<file path="config.mk">
export PLATFORM = sky130hd
export DESIGN_NAME = movement_control_fsm
export DESIGN_NICKNAME = d
export VERILOG_FILES = /design/src/rtl/movement_pkg.sv /design/src/rtl/key_sync.sv /design/src/rtl/movement_control_fsm.sv
export SDC_FILE = /design/constraint.sdc
export NUM_CORES = 1
export LEC_CHECK = 0
export CAP_MARGIN = 5
export CORE_UTILIZATION = 40
export CTS_CLUSTER_DIAMETER = 50
export DETAILED_ROUTE_END_ITERATION = 12
export PLACE_DENSITY = 0.66
export REMOVE_ABC_BUFFERS = 1
export SYNTH_ARGS = -nofsm -noshare
export SYNTH_HDL_FRONTEND = slang
export SYNTH_SLANG_ARGS = --single-unit
</file>
<file path="constraint.sdc">
create_clock -name clk -period 7.4 [get_ports clk]
set_input_delay 1.48 -clock clk [delete_from_list [all_inputs] [get_ports clk]]
set_output_delay 1.48 -clock clk [all_outputs]
set_load 0.01 [all_outputs]
</file>
<file path="src/rtl/movement_pkg.sv">
// Shared definitions for the sprite movement controller and its datapath:
// control codes, screen and sprite geometry, state type and key bundle.
package movement_pkg;

  // Control codes seen by the datapath. The controller's state register
  // carries these values directly, so control needs no output decode.
  localparam logic [3:0] CTRL_HOLD    = 4'b0000;
  localparam logic [3:0] CTRL_CLEAR   = 4'b0001;
  localparam logic [3:0] CTRL_RIGHT   = 4'b0010;
  localparam logic [3:0] CTRL_LEFT    = 4'b0011;
  localparam logic [3:0] CTRL_PREHOLD = 4'b0100;
  localparam logic [3:0] CTRL_DRAW    = 4'b0101;
  localparam logic [3:0] CTRL_DOWN    = 4'b0110;
  localparam logic [3:0] CTRL_UP      = 4'b0111;

  // Screen and sprite geometry in pixels.
  localparam int SCREEN_W    = 160;
  localparam int SCREEN_H    = 120;
  localparam int SPRITE_SIZE = 4;

  // Largest top-left coordinate that keeps the whole sprite on screen.
  localparam int X_LIMIT = SCREEN_W - SPRITE_SIZE;
  localparam int Y_LIMIT = SCREEN_H - SPRITE_SIZE;

  typedef enum logic [3:0] {
    S_HOLD    = CTRL_HOLD,
    S_CLEAR   = CTRL_CLEAR,
    S_RIGHT   = CTRL_RIGHT,
    S_LEFT    = CTRL_LEFT,
    S_PREHOLD = CTRL_PREHOLD,
    S_DRAW    = CTRL_DRAW,
    S_DOWN    = CTRL_DOWN,
    S_UP      = CTRL_UP
  } move_state_e;

  // Bit order matches the {left, right, up, down} packing used at the top.
  typedef struct packed {
    logic left;
    logic right;
    logic up;
    logic down;
  } keys_t;

  // Net move along one axis from an opposing key pair. S_DRAW stands for
  // "no move on this axis": pressing both or neither cancels out.
  function automatic move_state_e axis_move(input logic neg_key,
                                            input logic pos_key,
                                            input move_state_e neg_state,
                                            input move_state_e pos_state);
    move_state_e result;
    result = S_DRAW;
    if (neg_key && !pos_key) begin
      result = neg_state;
    end else if (pos_key && !neg_key) begin
      result = pos_state;
    end
    return result;
  endfunction

endpackage

</file>
<file path="src/rtl/key_sync.sv">
// Two-flop synchroniser bringing the four raw direction buttons into the
// clk domain. Adds two cycles of latency; both stages clear on reset.
module key_sync (
  input  logic       clk,
  input  logic       reset,
  input  logic [3:0] keys_i,
  output logic [3:0] keys_o
);

  logic [3:0] meta_q;
  logic [3:0] sync_q;

  for (genvar gi = 0; gi < 4; gi++) begin : g_sync
    // Per-key two-stage resampling; only sync_q is used downstream.
    always_ff @(posedge clk) begin
      if (reset) begin
        meta_q[gi] <= 1'b0;
        sync_q[gi] <= 1'b0;
      end else begin
        meta_q[gi] <= keys_i[gi];
        sync_q[gi] <= meta_q[gi];
      end
    end
  end

  assign keys_o = sync_q;

endmodule

</file>
<file path="src/rtl/movement_control_fsm.sv">
// Sprite movement controller. Once per frame tick, while a direction key is
// held, it runs clear -> move -> redraw against the datapath, issuing the
// control code and maintaining the sprite's top-left position.
// Build option DIAG_MOVE_EN: when defined, a horizontal and a vertical move
// may both happen in one frame; otherwise at most one move per frame, with
// horizontal taking priority.
module movement_control_fsm
  import movement_pkg::*;
#(
  parameter int TICK_DIV = 833333,
  parameter int X_INIT   = 50,
  parameter int Y_INIT   = 50,
  parameter int X_MAX    = X_LIMIT,
  parameter int Y_MAX    = Y_LIMIT
) (
  input  logic       clk,
  input  logic       reset,
  input  logic       key_left,
  input  logic       key_right,
  input  logic       key_up,
  input  logic       key_down,
  input  logic       done,
  output logic [3:0] control,
  output logic [7:0] x_pos,
  output logic [6:0] y_pos,
  output logic       busy
);

  localparam int CNT_W = (TICK_DIV > 1) ? $clog2(TICK_DIV) : 1;
  localparam logic [CNT_W-1:0] CNT_LAST = CNT_W'(TICK_DIV - 1);
  localparam logic [7:0] X_INIT_C = X_INIT[7:0];
  localparam logic [6:0] Y_INIT_C = Y_INIT[6:0];
  localparam logic [7:0] X_MAX_C  = X_MAX[7:0];
  localparam logic [6:0] Y_MAX_C  = Y_MAX[6:0];

  // ---------------------------------------------------------------------
  // Key synchronisation
  // ---------------------------------------------------------------------
  logic [3:0] keys_raw;
  logic [3:0] keys_sync;
  keys_t      keys_now;

  assign keys_raw = {key_left, key_right, key_up, key_down};
  assign keys_now = keys_t'(keys_sync);

  key_sync u_key_sync (
    .clk    (clk),
    .reset  (reset),
    .keys_i (keys_raw),
    .keys_o (keys_sync)
  );

  // ---------------------------------------------------------------------
  // Frame tick
  // ---------------------------------------------------------------------
  logic [CNT_W-1:0] cnt_q;
  logic [CNT_W-1:0] cnt_d;
  logic             tick_wrap;
  logic             tick_pend_q;
  logic             tick_pend_d;
  logic             tick_consume;

  move_state_e state_q;

  assign tick_wrap    = (cnt_q == CNT_LAST);
  assign cnt_d        = tick_wrap ? '0 : cnt_q + CNT_W'(1);
  // A wrap on the consuming cycle wins, so a fresh tick is never lost; a
  // wrap while already pending simply leaves the flag set.
  assign tick_consume = (state_q == S_HOLD) && tick_pend_q;
  assign tick_pend_d  = tick_wrap | (tick_pend_q & ~tick_consume);

  // Free-running frame divider plus the single-entry pending-tick flag.
  always_ff @(posedge clk) begin
    if (reset) begin
      cnt_q       <= '0;
      tick_pend_q <= 1'b0;
    end else begin
      cnt_q       <= cnt_d;
      tick_pend_q <= tick_pend_d;
    end
  end

  // ---------------------------------------------------------------------
  // Move planning from the synchronised keys
  // ---------------------------------------------------------------------
  move_state_e h_sel;
  move_state_e v_sel;
  move_state_e first_sel;
  move_state_e follow_sel;
  logic        any_key;

  assign any_key = |keys_sync;

  // Choose the first move state and the one that follows it; S_DRAW means
  // "nothing more to move".
  always_comb begin
    h_sel     = axis_move(keys_now.left, keys_now.right, S_LEFT, S_RIGHT);
    v_sel     = axis_move(keys_now.up, keys_now.down, S_UP, S_DOWN);
    first_sel = (h_sel != S_DRAW) ? h_sel : v_sel;
`ifdef DIAG_MOVE_EN
    follow_sel = (h_sel != S_DRAW) ? v_sel : S_DRAW;
`else
    follow_sel = S_DRAW;
`endif
  end

  // ---------------------------------------------------------------------
  // Saturating position update for the current move state
  // ---------------------------------------------------------------------
  logic [7:0] x_q;
  logic [7:0] x_d;
  logic [6:0] y_q;
  logic [6:0] y_d;

  // Next position; a move at the screen edge leaves the coordinate alone.
  always_comb begin
    x_d = x_q;
    y_d = y_q;
    case (state_q)
      S_LEFT:  if (x_q != 8'd0)    x_d = x_q - 8'd1;
      S_RIGHT: if (x_q < X_MAX_C)  x_d = x_q + 8'd1;
      S_UP:    if (y_q != 7'd0)    y_d = y_q - 7'd1;
      S_DOWN:  if (y_q < Y_MAX_C)  y_d = y_q + 7'd1;
      default: ;
    endcase
  end

  // ---------------------------------------------------------------------
  // Sequencer
  // ---------------------------------------------------------------------
  // The move to run after the current one. Captured alongside the key
  // sample on the CLEAR exit, so later key changes cannot alter the frame.
  move_state_e follow_q;

  // Frame sequencer: paint, idle for a tick, clear, move, repaint.
  always_ff @(posedge clk) begin
    if (reset) begin
      state_q  <= S_DRAW;
      follow_q <= S_DRAW;
      x_q      <= X_INIT_C;
      y_q      <= Y_INIT_C;
    end else begin
      x_q <= x_d;
      y_q <= y_d;
      case (state_q)
        S_DRAW: begin
          if (done) state_q <= S_PREHOLD;
        end
        S_PREHOLD: begin
          // One idle cycle lets the datapath drop its done pulse.
          state_q <= S_HOLD;
        end
        S_HOLD: begin
          if (tick_pend_q && any_key) state_q <= S_CLEAR;
        end
        S_CLEAR: begin
          if (done) begin
            state_q  <= first_sel;
            follow_q <= follow_sel;
          end
        end
        S_LEFT, S_RIGHT: begin
          state_q  <= follow_q;
          follow_q <= S_DRAW;
        end
        S_UP, S_DOWN: begin
          state_q  <= S_DRAW;
          follow_q <= S_DRAW;
        end
        default: begin
          state_q  <= S_DRAW;
          follow_q <= S_DRAW;
        end
      endcase
    end
  end

  assign control = state_q;
  assign x_pos   = x_q;
  assign y_pos   = y_q;
  assign busy    = (state_q != S_HOLD);

endmodule
</file>
==> results.py <==
metrics = {
    "yosys": {
        "synth_cell_type_count": 52,
        "netlist_instances": 280,
        "synth_edf_count": 0,
        "synth_ff_type": "dfxtp_1",
        "yosysSeqAreaShare_pct": 37.2,
        "synth_xor_area_share_pct": 9.36,
        "synthDominantCellAreaShare_pct": 37.2,
        "yosys_warnings": 0,
        "ys_top_cells_by_area": "dfxtp_1 (37%), ha_1 (8.9%), nor2_1 (5.9%)",
        "muxShareOfSynthArea_pct": 3.62,
        "synth_top_area_cell": "dfxtp_1",
        "synth_compound_area_share_pct": 11.8,
        "yosys.area_share.simple_pct": 23.3,
        "synthArstFlopShare_pct": 0,
        "syn_area_per_cell_um2": 9.02,
        "synth_fa_ha_area_share_pct": 10.5,
        "synth_top_family_by_area": "simple AND/OR/NAND/NOR gates",
        "syn_area_um2": 2530,
        "ys_ff_latch": 47,
    },
    "run": {
        "drv_cap": 0,
    },
    "die": {
        "coreArea_um2": 5990,
        "die_x_um": 81.5,
        "ioPinCount": 27,
        "initial_utilization_pct": 42.2,
        "rows": 28,
        "die_h_um": 81.5,
        "fp.dieArea_um2": 6640,
    },
    "timing": {
        "tns_ns": 0,
        "slew_violations": 0,
        "rsz0062_at_grt": "false",
        "final-setup-viol-count": 0,
        "max_slew.worst_pin.slew_ns": 0.686,
        "layout_setup_ws_ns": 4.15,
        "hold_violations": 0,
        "skew_ns": 0.00639,
        "slew_headroom_pct": 54.1,
        "fmax_mhz": 308,
        "fin_crit_sh_pct": 43.9,
        "post-route-min-period_ns": 3.25,
    },
    "layout": {
        "area_growth_pct": 15.4,
        "final_area_um2": 2920,
        "antenna_cells": 0,
        "drive_above_1_share_pct": 6.49,
        "instances_no_fill": 383,
        "mostFrequentLayoutCell": "dfxtp_1",
        "finalNetCount": 334,
        "final_cell_mix": "dfxtp_1 (47), nor2_1 (40), nand2_1 (26)",
    },
    "critical_path": {
        "critPathMaxFanout": 9,
        "critical_path_class": "reg2out",
        "cp.arrival_ns": 1.77,
        "cp-start-kind": "flop",
        "required_ns": 5.92,
        "endpoint_kind": "output pin",
    },
    "clock_network": {
        "clk_latency_ns": 0.30,
        "root_buffer": "clkbuf_8",
        "htree_levels": 2,
        "clock-sinks": 47,
        "post-cts-setup-buffer-count": 0,
        "cts_resized": 0,
        "clk_pin_slew_worst_paths_ns": 0.08,
        "cts_tree": "built",
        "cts_hold_buf": 0,
        "cts_buffers": 5,
        "clockBufferDepth": 2,
    },
    "placement": {
        "place_ws_ns": 4.11,
        "place_area_um2": 2830,
        "port_buffers": 25,
        "dp_hpwl_um": 3360,
        "gp_congestion": 0.755,
        "dp.cells": 375,
    },
    "power": {
        "p_per_area_nw_per_um2": 151,
        "total_power_mw": 0.441,
        "ir_worst_vdd_mv": 0.0946,
        "p_leak_nw": 1.09,
    },
    "global_route": {
        "grt.total_usage_pct": 15.8,
        "antenna_found_initial": 0,
        "grt_max_degree": 22,
        "grt_pass1_vias": 1856,
        "grt-ovfl-total": 0,
        "grt_pass1_wl_um": 8110,
    },
    "detailed_routing": {
        "viasPerCell": 5.10,
        "ant_nets": 0,
        "wl_per_cell_um": 11.9,
        "first_pass_iters": 4,
        "drtIter0Drc": 58,
        "dr_total_vias": 1952,
        "drc": 0,
        "wirelength_um": 4570,
    },
    "outcome": {
        "outcome": "finished clean",
    },
    "min_path": {
        "hold_path.class": "reg2reg",
    },
}
[cells by family after synthesis]
family,after synthesis
buffers and inverters,21
other,1
xor gates and xnor gates,27
AOI/OAI and AO/OA,40
and+or+nand+nor,115
adders and majority gates,20
DFF,47
muxes,9
[flip-flops by register name, indices dropped and copies added, names as in the netlist]
signal             cells
u_key_sync.meta_q      4
x_pos                  8
y_pos                  7
u_key_sync.keys_o      4
tick_pend_q            1
control                3
cnt_q                 20
[final cells by class]
type	instances	area [um^2]
clock buffers	5	68.8
repair buffers	26	258
well taps	75	93.8
clock inverters	3	15.0
multi-input cells	212	1480
inverters	15	56.3
fillers	585	3080
flip-flops and latches	47	941
[path summary, 6_finish.rpt]
path,startpoint,to,slack [ns],cells after the start
hold reg to reg,u_key_sync.meta_q[2],u_key_sync.keys_o[2],0.44,1
hold / removal,u_key_sync.meta_q[2],u_key_sync.keys_o[2],0.44,1
setup / recovery,control[2],busy,4.15,2
setup reg to reg,control[1],x_pos[7],4.56,8
[cells in the mapped netlist, types with 3 or more instances]
| cell type | n |
|---|---|
| dfxtp_1 | 47 |
| nor2_1 | 40 |
| nand2_1 | 26 |
| ha_1 | 18 |
| inv_1 | 14 |
| xnor2_1 | 14 |
| xor2_1 | 13 |
| a21oi_1 | 12 |
| nor2b_1 | 9 |
| mux2i_1 | 8 |
| nand4_1 | 8 |
| o21ai_0 | 6 |
| nand3_1 | 5 |
| nor3_1 | 5 |
| a21o_1 | 4 |
| a211oi_1 | 3 |
| and3_1 | 3 |
| o31ai_1 | 3 |
[metrics by stage]
stage	hold WS (ns)	utilization, %
finish	0.440	48.7
global route	0.458	48.7
CTS	0.443	48.7
detailed placement	0.422	47.3
global placement	0.424	47.3
floorplan	0.414	-
[report_power, final]
part / switching [mW] / internal (mW) / leakage [nW]
logic: 0.0139 / 0.0142 / 0.664
clock network: 0.0850 / 0.0648 / 0.0477
registers: 0.00570 / 0.258 / 0.382
[metal layers]
metal	wire (um)	GRT usage (%)
met4	46	5.36
met2	2140	27.2
met5	0	0
met1	2220	19.1
met3	167	3.89
[critical path: stages (launching register included)]
cell and delay [ns]:
dfxtp_1 0.41, or3_2 0.56, clkdlybuf4s50_1 0.50
No activity file was read; power rests on OpenSTA's default activity.
